<file path="config.mk">
export PLATFORM = sky130hd
export DESIGN_NAME = flag_branch_ctrl_flat
export DESIGN_NICKNAME = d
export VERILOG_FILES = /design/src/rtl/flag_branch_ctrl_pkg.sv /design/src/rtl/flag_branch_ctrl_if.sv /design/src/rtl/flag_branch_ctrl_cond_eval.sv /design/src/rtl/flag_branch_ctrl.sv /design/src/flat_wrapper.sv
export SDC_FILE = /design/constraint.sdc
export NUM_CORES = 1
export LEC_CHECK = 0
export CAP_MARGIN = 5
export CORE_MARGIN = 5
export CORE_UTILIZATION = 40
export CTS_CLUSTER_SIZE = 8
export DETAILED_ROUTE_END_ITERATION = 7
export GPL_ROUTABILITY_DRIVEN = 0
export PLACE_DENSITY_LB_ADDON = 0.05
export SYNTH_ARGS = -nofsm -noshare
export SYNTH_HDL_FRONTEND = slang
export SYNTH_SLANG_ARGS = --single-unit
</file>
<file path="constraint.sdc">
create_clock -name clk -period 2.75 [get_ports clk]
set_clock_uncertainty 0.05 [all_clocks]
set_input_delay 0.55 -clock clk [delete_from_list [all_inputs] [get_ports clk]]
set_output_delay 0.55 -clock clk [all_outputs]
set_load 0.03 [all_outputs]
</file>
<file path="src/rtl/flag_branch_ctrl_pkg.sv">
// Shared encodings for the flag/branch controller: opcodes, branch condition codes,
// the NOP instruction word and the hazard FSM states.
package flag_branch_ctrl_pkg;

  localparam logic [3:0] OP_ADD = 4'b0000;
  localparam logic [3:0] OP_SUB = 4'b0001;
  localparam logic [3:0] OP_XOR = 4'b0010;
  localparam logic [3:0] OP_SLL = 4'b0100;
  localparam logic [3:0] OP_SRA = 4'b0101;
  localparam logic [3:0] OP_ROR = 4'b0110;
  localparam logic [3:0] OP_HLT = 4'b1111;

  localparam logic [2:0] CCC_NE = 3'b000;
  localparam logic [2:0] CCC_EQ = 3'b001;
  localparam logic [2:0] CCC_GT = 3'b010;
  localparam logic [2:0] CCC_LT = 3'b011;
  localparam logic [2:0] CCC_GE = 3'b100;
  localparam logic [2:0] CCC_LE = 3'b101;
  localparam logic [2:0] CCC_OV = 3'b110;
  localparam logic [2:0] CCC_UN = 3'b111;

  localparam logic [15:0] NOP_INSTR = 16'h4000;

  typedef enum logic {IDLE, HAZ} state_t;

  function automatic logic is_flag_op(input logic [3:0] op);
    return op inside {OP_ADD, OP_SUB, OP_XOR, OP_SLL, OP_SRA, OP_ROR};
  endfunction

  function automatic logic is_arith_op(input logic [3:0] op);
    return (op == OP_ADD) || (op == OP_SUB);
  endfunction

endpackage

</file>
<file path="src/rtl/flag_branch_ctrl_if.sv">
// EX/ID-side inputs and branch/flag outputs of the flag/branch controller.
interface flag_branch_ctrl_if #(parameter int CNT_W = 16);
  logic [15:0]      ex_instr;
  logic             ex_valid;
  logic [3:0]       ex_opcode;
  logic [15:0]      alu_result;
  logic             alu_overflow;
  logic             id_branch;
  logic [2:0]       id_ccc;
  logic             pipe_hold;
  logic [2:0]       flags;
  logic             branch_stall;
  logic             branch_resolved;
  logic             branch_taken;
  logic [CNT_W-1:0] taken_count;

  modport master (
    output ex_instr, ex_valid, ex_opcode, alu_result, alu_overflow,
           id_branch, id_ccc, pipe_hold,
    input  flags, branch_stall, branch_resolved, branch_taken, taken_count
  );

  modport slave (
    input  ex_instr, ex_valid, ex_opcode, alu_result, alu_overflow,
           id_branch, id_ccc, pipe_hold,
    output flags, branch_stall, branch_resolved, branch_taken, taken_count
  );
endinterface

</file>
<file path="src/rtl/flag_branch_ctrl_cond_eval.sv">
// Combinational branch condition evaluator: (ccc, {Z,V,N}) -> taken.
// Shared with the fetch-side predictor check.
module flag_cond_eval
  import flag_branch_ctrl_pkg::*;
(
  input  logic [2:0] i_ccc,
  input  logic [2:0] i_flags,
  output logic       o_taken
);
  logic w_z, w_v, w_n;
  assign {w_z, w_v, w_n} = i_flags;

  always_comb begin
    o_taken = 1'b0;
    case (i_ccc)
      CCC_NE:  o_taken = ~w_z;
      CCC_EQ:  o_taken = w_z;
      CCC_GT:  o_taken = ~w_z & ~w_n;
      CCC_LT:  o_taken = w_n;
      CCC_GE:  o_taken = w_z | ~w_n;
      CCC_LE:  o_taken = w_z | w_n;
      CCC_OV:  o_taken = w_v;
      default: o_taken = 1'b1;
    endcase
  end
endmodule

</file>
<file path="src/rtl/flag_branch_ctrl.sv">
// Z/V/N flag owner and conditional-branch sequencer; stalls ID one cycle when the
// instruction in EX is about to rewrite the flags the branch depends on.
module flag_branch_ctrl
  import flag_branch_ctrl_pkg::*;
#(
  parameter int CNT_W = 16
)(
  input  logic               clk,
  input  logic               rst_n,
  flag_branch_ctrl_if.slave  bus
);
  state_t           r_state, w_state_nxt;
  logic [2:0]       r_ccc;
  logic             r_z, r_v, r_n;
  logic             r_resolved, r_taken;
  logic [CNT_W-1:0] r_cnt;

  logic       w_ex_fw, w_stall, w_resolve, w_latch, w_eval;
  logic [2:0] w_ccc_sel;

  // NOP words are excluded explicitly: 16'h4000 decodes as SLL by opcode alone.
  assign w_ex_fw = bus.ex_valid && (bus.ex_instr != 16'h0000) &&
                   (bus.ex_instr != NOP_INSTR) && is_flag_op(bus.ex_opcode);

  always_comb begin
    w_state_nxt = r_state;
    w_stall     = 1'b0;
    w_resolve   = 1'b0;
    w_latch     = 1'b0;
    case (r_state)
      IDLE: begin
        if (bus.id_branch) begin
          if (w_ex_fw) begin
            w_stall = 1'b1;
            if (!bus.pipe_hold) begin
              w_latch     = 1'b1;
              w_state_nxt = HAZ;
            end
          end else if (!bus.pipe_hold) begin
            w_resolve = 1'b1;
          end
        end
      end
      HAZ: begin
        w_stall = 1'b1;
        if (!bus.pipe_hold) begin
          w_resolve   = 1'b1;
          w_state_nxt = IDLE;
        end
      end
      default: w_state_nxt = IDLE;
    endcase
  end

  // In HAZ the branch is judged against the latched ccc and the freshly written flags.
  assign w_ccc_sel = (r_state == HAZ) ? r_ccc : bus.id_ccc;

  flag_cond_eval u_eval (
    .i_ccc   (w_ccc_sel),
    .i_flags ({r_z, r_v, r_n}),
    .o_taken (w_eval)
  );

  always_ff @(posedge clk or negedge rst_n) begin
    if (!rst_n) begin
      r_state    <= IDLE;
      r_ccc      <= 3'b000;
      r_z        <= 1'b0;
      r_v        <= 1'b0;
      r_n        <= 1'b0;
      r_resolved <= 1'b0;
      r_taken    <= 1'b0;
      r_cnt      <= '0;
    end else begin
      r_state    <= w_state_nxt;
      r_resolved <= w_resolve;
      r_taken    <= w_resolve & w_eval;
      if (w_latch) r_ccc <= bus.id_ccc;
      if (w_ex_fw && !bus.pipe_hold) begin
        r_z <= (bus.alu_result == 16'h0000);
        if (is_arith_op(bus.ex_opcode)) begin
          r_v <= bus.alu_overflow;
          r_n <= bus.alu_result[15];
        end
      end
      if (w_resolve && w_eval && (r_cnt != {CNT_W{1'b1}}))
        r_cnt <= r_cnt + {{(CNT_W-1){1'b0}}, 1'b1};
    end
  end

  assign bus.flags           = {r_z, r_v, r_n};
  assign bus.branch_stall    = w_stall;
  assign bus.branch_resolved = r_resolved;
  assign bus.branch_taken    = r_taken;
  assign bus.taken_count     = r_cnt;
endmodule

</file>
<file path="src/flat_wrapper.sv">
// flat-port wrapper written by rule: the top's interface ports become plain ports
module flag_branch_ctrl_flat import flag_branch_ctrl_pkg::*;
#(
  parameter int CNT_W = 16
)
  (clk, rst_n, bus_ex_instr, bus_ex_valid, bus_ex_opcode, bus_alu_result, bus_alu_overflow, bus_id_branch, bus_id_ccc, bus_pipe_hold, bus_flags, bus_branch_stall, bus_branch_resolved, bus_branch_taken, bus_taken_count);
  flag_branch_ctrl_if #(.CNT_W(CNT_W)) bus_i ();
  input  logic clk;
  input  logic rst_n;
  input wire logic [$bits(bus_i.ex_instr)-1:0] bus_ex_instr;
  input wire logic [$bits(bus_i.ex_valid)-1:0] bus_ex_valid;
  input wire logic [$bits(bus_i.ex_opcode)-1:0] bus_ex_opcode;
  input wire logic [$bits(bus_i.alu_result)-1:0] bus_alu_result;
  input wire logic [$bits(bus_i.alu_overflow)-1:0] bus_alu_overflow;
  input wire logic [$bits(bus_i.id_branch)-1:0] bus_id_branch;
  input wire logic [$bits(bus_i.id_ccc)-1:0] bus_id_ccc;
  input wire logic [$bits(bus_i.pipe_hold)-1:0] bus_pipe_hold;
  output wire logic [$bits(bus_i.flags)-1:0] bus_flags;
  output wire logic [$bits(bus_i.branch_stall)-1:0] bus_branch_stall;
  output wire logic [$bits(bus_i.branch_resolved)-1:0] bus_branch_resolved;
  output wire logic [$bits(bus_i.branch_taken)-1:0] bus_branch_taken;
  output wire logic [$bits(bus_i.taken_count)-1:0] bus_taken_count;
  assign bus_i.ex_instr = bus_ex_instr;
  assign bus_i.ex_valid = bus_ex_valid;
  assign bus_i.ex_opcode = bus_ex_opcode;
  assign bus_i.alu_result = bus_alu_result;
  assign bus_i.alu_overflow = bus_alu_overflow;
  assign bus_i.id_branch = bus_id_branch;
  assign bus_i.id_ccc = bus_id_ccc;
  assign bus_i.pipe_hold = bus_pipe_hold;
  assign bus_flags = bus_i.flags;
  assign bus_branch_stall = bus_i.branch_stall;
  assign bus_branch_resolved = bus_i.branch_resolved;
  assign bus_branch_taken = bus_i.branch_taken;
  assign bus_taken_count = bus_i.taken_count;
  flag_branch_ctrl #(.CNT_W(CNT_W)) u_core (.clk(clk), .rst_n(rst_n), .bus(bus_i));
endmodule
</file>
==> results.json, run 1 <==
{
  "finalSetupViolCount": 0,
  "final.hold.worst_slack_ps": 466,
  "critical_path_buffers_and_inverters": 2,
  "path_class": "input port to register",
  "worst_slew_margin_rel_pct": 67.1,
  "synth_fp_nets": 180,
  "route.detailed.vias_per_inst": 5.14,
  "leading_cell_types_in_the_layout_fill_and_taps_excluded": "sky130_fd_sc_hd__clkdlybuf4s50_1, sky130_fd_sc_hd__dfrtp_1, sky130_fd_sc_hd__buf_4",
  "layout.nets": 257,
  "cts_root_buf": "sky130_fd_sc_hd__clkbuf_8",
  "hpwlAfterDp_mm": 2.98,
  "ys.warnings.count": 0,
  "cp_cell_sequence": "clkdlybuf4s50_1, mux2i_1, maj3_2, a21bo_1, buf_4, or4_4, nor4b_2, xor2_1",
  "cts_inserted_buffers": 3,
  "grt_first_pass_wirelength_mm": 6.24,
  "clk_pin_slew_ps": 80,
  "reg2reg_from": "u_core.r_state",
  "timing.critical_path.required_ps": 2900,
  "status": "complete, no violations",
  "clock_latency_ps": 270,
  "post_synth_inst_count": 134,
  "total_i_o_pin_count": 67,
  "timing.critical_path.slowest_stage_cell": "sky130_fd_sc_hd__or4_4",
  "antenna_diode_count": 0,
  "number_of_global_route_vias_before_repair": 1467,
  "die_area_um2": 5010,
  "power.ir.vdd_worst_mv": 0.276,
  "final_design_area_no_fill_um2": 2290,
  "syn_area_per_cell_um2": 11.0,
  "rsz_0062_raised_after_global_routing": "true",
  "antenna_violating_nets_left": 0,
  "width_of_the_die_um": 70.8,
  "grt_antenna_before_repair": 0,
  "ys_seq_elements": 25,
  "postCtsSetupRepairBufs": 0,
  "startpoint_class": "input port",
  "final_hold_viol_count": 0,
  "final-max-slew-violation-count": 0,
  "min_path_cells": 1,
  "multi_input_area_um2": 779,
  "mostFrequentLayoutCell": "sky130_fd_sc_hd__clkdlybuf4s50_1",
  "std_cell_rows": 22,
  "regToRegSetupSlack_ps": 240,
  "syn_area_um2": 1480,
  "floorplan.initialDensity_pct": 40.7,
  "holdPathEnd": "u_core.r_ccc[0]",
  "first_pass_iters": 3,
  "die_height_um": 70.8,
  "critical_path_peak_fanout": 5,
  "holdCritStartpoint": "u_core.r_ccc[0]",
  "leakage_nw": 0.949,
  "port-buffer-count": 65,
  "synth.distinct_cells": 45,
  "cts.sink_count": 25,
  "cts_hold_repair.buffers": 0,
  "ff2ff_path_depth": 7,
  "cp-startpoint": "bus_id_ccc[1]",
  "power.density_nw_per_um2": 511,
  "core_um2": 3630,
  "layout-drive-gt1-share_pct": 18.6,
  "dpl_cell_area_um2": 2230,
  "synth_seq_area_share_pct": 42.3,
  "timing.hold.worst.class": "register to register",
  "cts_buffer_depth": 2,
  "routed_wire_length_per_instance_um": 14.0,
  "final.period_utilization_pct": 97.1,
  "grt_start_max_net_pins": 26,
  "drc": 0,
  "max_slew.worst_pin.slew_ps": 481,
  "max_clock_freq_mhz": 375,
  "timing.rr.end": "u_core.bus.taken_count[9]",
  "finalWorstPathRequiredPeriod_ps": 2670,
  "cp_top_family": "simple AND/OR/NAND/NOR gates",
  "dr.first_iter.drc_count": 34,
  "crit_arrival_ps": 2820,
  "maxcap_violations": 0,
  "cts_htree_levels": 1,
  "finalWirelength_mm": 3.61,
  "ff_latch_area_um2": 626,
  "globalRoute.totalOverflow": 0,
  "cts_tree": "yes",
  "groute.usage.overall_pct": 15.1,
  "worst_path_largest_cell_delay_ps": 550,
  "via_count": 1325,
  "filler_cell_count": 306,
  "area_growth_syn_to_layout_pct": 54.7,
  "crit_path_end_kind": "register"
}
layout make-up:
type / count / share of cell area [%]
Clock buffer: 4 / 1.97
Inverter: 7 / 1.15
Multi-Input combinational cell: 96 / 34.1
Sequential cell: 25 / 27.4
Tap cell: 48 / 2.63
Timing Repair Buffer: 78 / 32.8
cells in the mapped netlist, drive strengths merged:
cell / instances / area [um2]
a2111o: 1 / 11.3
a2111oi: 1 / 8.76
a21bo: 1 / 10.0
a21boi: 1 / 11.3
a21o: 1 / 7.51
a21oi: 1 / 5.00
a31oi: 1 / 6.26
and2: 1 / 6.26
and4: 2 / 17.5
buf: 6 / 50.0
dfrtp: 25 / 626
ha: 1 / 12.5
inv: 7 / 26.3
maj3: 1 / 11.3
mux2: 9 / 101
mux2i: 4 / 43.8
nand2: 8 / 30.0
nand2b: 1 / 6.26
nand3: 2 / 10.0
nand3b: 1 / 7.51
nand4: 8 / 50.1
nor2: 4 / 17.5
nor2b: 1 / 6.26
nor3: 10 / 55.1
nor3b: 2 / 20.0
nor4: 12 / 111
nor4b: 4 / 56.3
o21bai: 1 / 7.51
or2: 1 / 6.26
or3: 1 / 6.26
or4: 2 / 18.8
xnor2: 3 / 26.3
xor2: 10 / 87.6
per-stage QoR:
| step | total power [mW] | std cells | utilization, % | setup slack, ps | setup TNS (ps) |
|---|---|---|---|---|---|
| floorplan | 0.736 | 134 | - | 324 | 0 |
| global placement | 0.940 | 254 | 61.5 | -184 | -1750 |
| detailed placement | 0.954 | 254 | 61.5 | -256 | -2500 |
| CTS | 1.18 | 258 | 62.8 | 52.1 | 0 |
| global route | 1.22 | 258 | 62.9 | -29.9 | -59.2 |
| finish | 1.17 | 258 | 62.9 | 80.1 | 0 |
power by group:
| group | switching [mW] | internal, mW |
|---|---|---|
| combinational | 0.222 | 0.230 |
| clock | 0.116 | 0.104 |
| sequential | 0.0691 | 0.426 |
per-layer routing:
layer | GRT usage [%] | up-vias | share of wire [%]
met5 | 0 | - | 0
met4 | 5.64 | 0 | 1.3
met3 | 3.13 | 5 | 6.2
met2 | 27.1 | 46 | 51
met1 | 17.5 | 632 | 41
li1 | - | 642 | -
worst max path at each step:
stage | end | slack, ps | depth (start not counted)
after CTS | u_core.bus.taken_count[8] | 50 | 8
after global placement | u_core.bus.taken_count[10] | -180 | 8
after floorplan | u_core.bus.taken_count[1] | 320 | 8
after global routing | u_core.bus.taken_count[7] | -30 | 8
final | u_core.bus.taken_count[9] | 80 | 8
after detailed placement | u_core.bus.taken_count[8] | -260 | 8
cells by family after synthesis:
kind of cell	synth area share (%)
compound gates	4.57
xor+xnor	7.71
fa+ha+maj	1.61
buf+inv	5.16
flops	42.3
mux	9.82
simple gates	28.8
flip-flops by register name, indices dropped and copies added, names as in the netlist:
signal,cells
u_core.bus.branch_taken,1
u_core.bus.taken_count,16
u_core.r_v,1
u_core.bus.branch_resolved,1
u_core.r_ccc,3
u_core.r_n,1
u_core.r_state,1
u_core.r_z,1
repair_timing:
action | CTS | global route
pin swaps | 0 | 2
setup endpoints to repair | 1 | 4
gates resized for setup | 1 | 1
(Power assumes the default switching activity.)
==> run 2: changes to the inputs <==
DONT_BUFFER_PORTS = 1   (was not set)
==> run 2 against run 1 <==
  * First-iteration DRC count rose by 5.9%
  * Die area did not move
  * Setup slack improved by 190 ps
  * Sequential share of layout area rose by 11 points
  * Fmax rose by 7.6%
  * Global-route usage fell by 1.5 points
  * Cell count fell by 26%
  * Wire length fell by 9.9%
  * Combinational power fell by 47%
  * Clock power barely moved
  * Power fell by 13%
  * Critical path type is now register to register
==> results.json, run 2 (synthesis results as in run 1) <==
{
  "max_clock_freq_mhz": 403,
  "globalRoute.totalOverflow": 0,
  "grt_antenna_before_repair": 0,
  "drc": 0,
  "clock_latency_ps": 270,
  "leakage_nw": 0.695,
  "finalWirelength_mm": 3.25,
  "grt_start_max_net_pins": 26,
  "cts_inserted_buffers": 3,
  "place_ws_ps": 113,
  "antenna_violating_nets_left": 0,
  "cp_cell_sequence": "mux2i_2, maj3_2, a21bo_1, or4_4, buf_4, nor3_1, xor2_1",
  "floorplan.initialDensity_pct": 40.7,
  "final_hold_viol_count": 0,
  "groute.usage.overall_pct": 13.6,
  "cts_tree": "yes",
  "timing.critical_path.slowest_stage_cell": "sky130_fd_sc_hd__or4_4",
  "first_pass_iters": 3,
  "number_of_flip_flops_under_the_largest_register_name": 16,
  "status": "complete, no violations",
  "number_of_global_route_vias_before_repair": 1208,
  "critical_path_buffers_and_inverters": 1,
  "worst_slew_margin_rel_pct": 64.3,
  "port-buffer-count": 0,
  "hpwlAfterDp_mm": 2.67,
  "path_class": "register to register",
  "grt_first_pass_wirelength_mm": 5.56,
  "cts_root_buf": "sky130_fd_sc_hd__clkbuf_8",
  "leading_cell_types_in_the_layout_fill_and_taps_excluded": "sky130_fd_sc_hd__dfrtp_1, sky130_fd_sc_hd__buf_4, sky130_fd_sc_hd__xor2_1",
  "cts_buffer_depth": 2,
  "clk_pin_slew_ps": 90,
  "finalWorstPathRequiredPeriod_ps": 2480,
  "rsz_0062_raised_after_global_routing": "false",
  "dr.first_iter.drc_count": 36,
  "layout-drive-gt1-share_pct": 26.4,
  "width_of_the_die_um": 70.8,
  "die_area_um2": 5010,
  "tns_ps": 0,
  "worst_path_largest_cell_delay_ps": 530,
  "std_cell_rows": 22,
  "power.density_nw_per_um2": 619,
  "finalSetupViolCount": 0,
  "route.detailed.vias_per_inst": 5.74,
  "timing.hold.worst.class": "input port to asynchronous set/reset pin",
  "die_height_um": 70.8,
  "antenna_diode_count": 0,
  "area_growth_syn_to_layout_pct": 11.0,
  "total_i_o_pin_count": 67,
  "via_count": 1103,
  "max_slew.worst_pin.slew_ps": 523,
  "timing.critical_path.required_ps": 2900,
  "cts_htree_levels": 1,
  "layout.nets": 191,
  "filler_cell_count": 380,
  "startpoint_class": "register",
  "power.ir.vdd_worst_mv": 0.254,
  "crit_path_end_kind": "register",
  "maxcap_violations": 0,
  "routed_wire_length_per_instance_um": 16.9,
  "mostFrequentLayoutCell": "sky130_fd_sc_hd__dfrtp_1",
  "crit_arrival_ps": 2630,
  "fin_util_pct": 45.1,
  "postCtsSetupRepairBufs": 0,
  "cp_top_family": "simple AND/OR/NAND/NOR gates",
  "final.period_utilization_pct": 90.2,
  "final-max-slew-violation-count": 0,
  "setup_slack_ps": 269,
  "core_um2": 3630,
  "critical_path_peak_fanout": 9,
  "cts.sink_count": 25
}
-- run 2: cell types whose count changed in the layout (fill, tap and decap cells not counted) --
cell,previous run,this run
sky130_fd_sc_hd__buf_4,13,11
sky130_fd_sc_hd__dfrtp_2,0,1
sky130_fd_sc_hd__buf_6,1,0
sky130_fd_sc_hd__clkdlybuf4s50_1,64,0
sky130_fd_sc_hd__buf_12,0,1
sky130_fd_sc_hd__dfrtp_1,25,24
-- run 2: power by group --
group / internal, mW / leakage, nW / switching (mW)
clock: 0.104 / 0.0228 / 0.116
combinational: 0.106 / 0.359 / 0.134
sequential: 0.425 / 0.314 / 0.132
total: 0.634 / 0.695 / 0.382
-- run 2: metal layers --
metal  GRT usage, %  share of wire (%)  routed length (um)  vias to the layer above
met5              0                  0                   0                        -
met4           3.13               0.74                  24                        0
met3           3.98                8.0                 260                        4
met2           24.2                 51                1660                       48
met1           16.1                 40                1310                      532
li1               -                  -                   -                      519
-- run 2: repair_timing --
action	CTS	global route
endpoints found under the setup margin	0	1
hold buffers	1	0
gates resized for setup	0	2
endpoints found under the hold margin	25	0
-- run 2: cell type report --
| cell class | instances | area (um2) | area share [%] |
|---|---|---|---|
| Clock buffer | 4 | 45.0 | 2.75 |
| Inverter | 7 | 26.3 | 1.60 |
| Multi-Input combinational cell | 96 | 779 | 47.5 |
| Sequential cell | 25 | 627 | 38.2 |
| Tap cell | 48 | 60.1 | 3.66 |
| Timing Repair Buffer | 12 | 103 | 6.25 |
-- run 2: final timing paths --
kind | start | to | slack, ps | cells past startpoint
max | u_core.r_state | u_core.bus.taken_count[6] | 270 | 7
min | rst_n | u_core.bus.taken_count[7] | 40 | 1
max reg2reg | u_core.r_state | u_core.bus.taken_count[6] | 270 | 7
min reg2reg | u_core.r_ccc[0] | u_core.r_ccc[0] | 470 | 1
max in group asynchronous | rst_n | u_core.r_state | 2450 | 1
min in group clk | bus_pipe_hold | u_core.r_state | 340 | 2
-- run 2: stage by stage --
step,instance area (um2),power [mW],hold WS (ps),std cells
final,1640,1.02,36.4,192
after global routing,1640,1.08,32.3,192
after CTS,1640,1.03,35.5,192
after detailed placement,1570,0.798,205,187
after global placement,1570,0.788,205,187
after floorplan,1480,0.736,204,134
==> run 3: changes to the inputs <==
clock period = 2.3 ns   (was 2.75 ns; I/O delays follow)
==> run 3 against run 2 <==
  * The flow now finishes with violations (negative setup slack)
  * Register-to-register slack got worse by 350 ps
  * Clock power rose by 18%
  * Utilization grew 6.4 points
  * Via count grew 5.3%
  * Clock-buffer cell count is the same
  * Global-route usage is 0.18 points lower
  * Cell count up 13%
  * Largest power group unchanged
  * Highest routed layer is now met3
  * Flip-flop and latch count unchanged
  * Combinational power increased by 96%
==> results.json, run 3 (synthesis results as in run 1) <==
{
  "status": "finished, violations left",
  "failed_checks": "negative setup slack",
  "final-max-slew-violation-count": 0,
  "number_of_flip_flops_under_the_largest_register_name": 16,
  "leakage_nw": 0.831,
  "routed_wire_length_per_instance_um": 15.3,
  "multi_input_area_um2": 817,
  "path_class": "register to register",
  "timing.critical_path.required_ps": 2400,
  "core_um2": 3630,
  "power.sequential.fraction_pct": 44.1,
  "power.density_nw_per_um2": 697,
  "cellInternalPower_mw": 0.835,
  "global_route.usage.met2_pct": 23.0,
  "finalWirelength_mm": 3.31,
  "grt_util_met1_pct": 16.7,
  "worst_slew_margin_rel_pct": 65.9,
  "dp_cells": 208,
  "number_of_global_route_vias_before_repair": 1234,
  "final_cells": 216,
  "clk_pin_slew_ps": 90,
  "clkPwrFrac_pct": 19.9,
  "finalWorstPathRequiredPeriod_ps": 2380,
  "clock_latency_ps": 260,
  "ff2ff_path_depth": 7,
  "grt_most_used_layer": "met2",
  "grt_first_pass_wirelength_mm": 5.58,
  "cts_tree": "yes",
  "timing.critical_path.slowest_stage_cell": "sky130_fd_sc_hd__or4_4",
  "route.detailed.vias_per_inst": 5.38,
  "timing.hold.worst.class": "input port to register",
  "cts_root_buf": "sky130_fd_sc_hd__clkbuf_8",
  "die_height_um": 70.8,
  "p_sw_mw": 0.470,
  "worst_path_largest_cell_delay_ps": 500,
  "hpwlAfterDp_mm": 2.70,
  "dr.first_iter.drc_count": 34,
  "die_area_um2": 5010,
  "final.period_utilization_pct": 104,
  "crit_path_end_kind": "register",
  "layout-drive-gt1-share_pct": 39.3,
  "total_i_o_pin_count": 67,
  "ff_latch_area_um2": 627,
  "cts_buffer_depth": 2,
  "rsz_0062_raised_after_global_routing": "true",
  "dpl_cell_area_um2": 1730,
  "critical_path_peak_fanout": 8,
  "power.ir.vdd_worst_mv": 0.316,
  "maxcap_violations": 0,
  "final_hold_viol_count": 0,
  "switching_share_pct": 36.0,
  "layout.nets": 215,
  "cts_htree_levels": 1,
  "globalRoute.totalOverflow": 0,
  "std_cell_rows": 22,
  "pwr-share-comb_pct": 36.0,
  "via_count": 1161,
  "grt_start_max_net_pins": 26,
  "min_path_cells": 2,
  "startpoint_class": "register",
  "filler_cell_count": 359,
  "floorplan.initialDensity_pct": 40.7,
  "cp_cell_sequence": "mux2i_2, maj3_2, a21bo_1, or4_4, buf_12, nor2_4, mux2_4",
  "antenna_diode_count": 0,
  "cts.sink_count": 25,
  "groute.usage.overall_pct": 13.4,
  "crit_arrival_ps": 2490,
  "leading_cell_types_in_the_layout_fill_and_taps_excluded": "sky130_fd_sc_hd__buf_4, sky130_fd_sc_hd__dfrtp_1, sky130_fd_sc_hd__xor2_1",
  "cts_inserted_buffers": 3,
  "final_design_area_no_fill_um2": 1870,
  "drc": 0,
  "width_of_the_die_um": 70.8,
  "setup_slack_ps": -81.2,
  "grtUsageMet3_pct": 4.26,
  "place_ws_ps": -86.9,
  "first_pass_iters": 4,
  "area_growth_syn_to_layout_pct": 26.8,
  "port-buffer-count": 0,
  "antenna_violating_nets_left": 0,
  "mostFrequentLayoutCell": "sky130_fd_sc_hd__buf_4",
  "finalSetupViolCount": 6,
  "max_clock_freq_mhz": 420,
  "fin_util_pct": 51.5,
  "grt_antenna_before_repair": 0,
  "max_slew.worst_pin.slew_ps": 499
}
[run 3: path summary, 6_finish.rpt]
| kind | start | to | slack [ps] |
|---|---|---|---|
| worst max-delay path | u_core.r_state | u_core.bus.taken_count[1] | -80 |
| worst min-delay path | bus_pipe_hold | u_core.r_state | 250 |
| worst max register to register | u_core.r_state | u_core.bus.taken_count[1] | -80 |
| worst min register to register | u_core.r_ccc[0] | u_core.r_ccc[0] | 470 |
| max in group asynchronous | rst_n | u_core.r_state | 1470 |
| min in group asynchronous | rst_n | u_core.bus.taken_count[9] | 570 |
[run 3: layout make-up]
cell class	instances	area share, %
sequential	25	33.5
tap	48	3.21
clock buffer	4	2.40
multi-input combinational	96	43.6
timing repair buffer	36	15.9
inverter	7	1.40
[run 3: metrics by stage]
| step | power [mW] | hold slack, ps | TNS (ps) |
|---|---|---|---|
| 2_1_floorplan | 0.881 | 114 | -76.7 |
| 3_3_place_gp | 1.01 | 115 | -96.8 |
| 3_5_place_dp | 1.02 | 115 | -195 |
| 4_1_cts | 1.30 | 244 | -80.5 |
| 5_1_grt | 1.39 | 234 | -1410 |
| 6_report | 1.31 | 254 | -213 |
[run 3: power groups by stage]
stage / combinational, mW / clock (mW) / sequential [mW]
final: 0.470 / 0.259 / 0.576
after global routing: 0.509 / 0.293 / 0.589
after CTS: 0.451 / 0.270 / 0.577
after detailed placement: 0.434 / 0 / 0.584
after global placement: 0.427 / 0 / 0.583
after floorplan: 0.205 / 0 / 0.677
[run 3: critical path: cells and delay by family (launching register included)]
| family | cells | cell delay (ps) |
|---|---|---|
| multiplexers | 2 | 480 |
| flip-flops | 1 | 460 |
| adder cells (fa/ha/maj) | 1 | 300 |
| AND/OR/NAND/NOR | 2 | 590 |
| AO/OA/AOI/OAI | 1 | 220 |
| buffers and inverters | 1 | 170 |
[run 3: metal layers]
| metal | wire, um | vias up |
|---|---|---|
| li1 | - | 561 |
| met1 | 1340 | 555 |
| met2 | 1690 | 45 |
| met3 | 282 | 0 |
| met4 | 0 | 0 |
| met5 | 0 | - |
[run 3: timing repair]
item | CTS | global route
cloned | 0 | 0
pin swaps | 0 | 4
setup buffers | 0 | 2
hold buffers | 2 | 0
resized for setup | 2 | 9
setup endpoints to repair | 7 | 13
endpoints found under the hold margin | 25 | 0
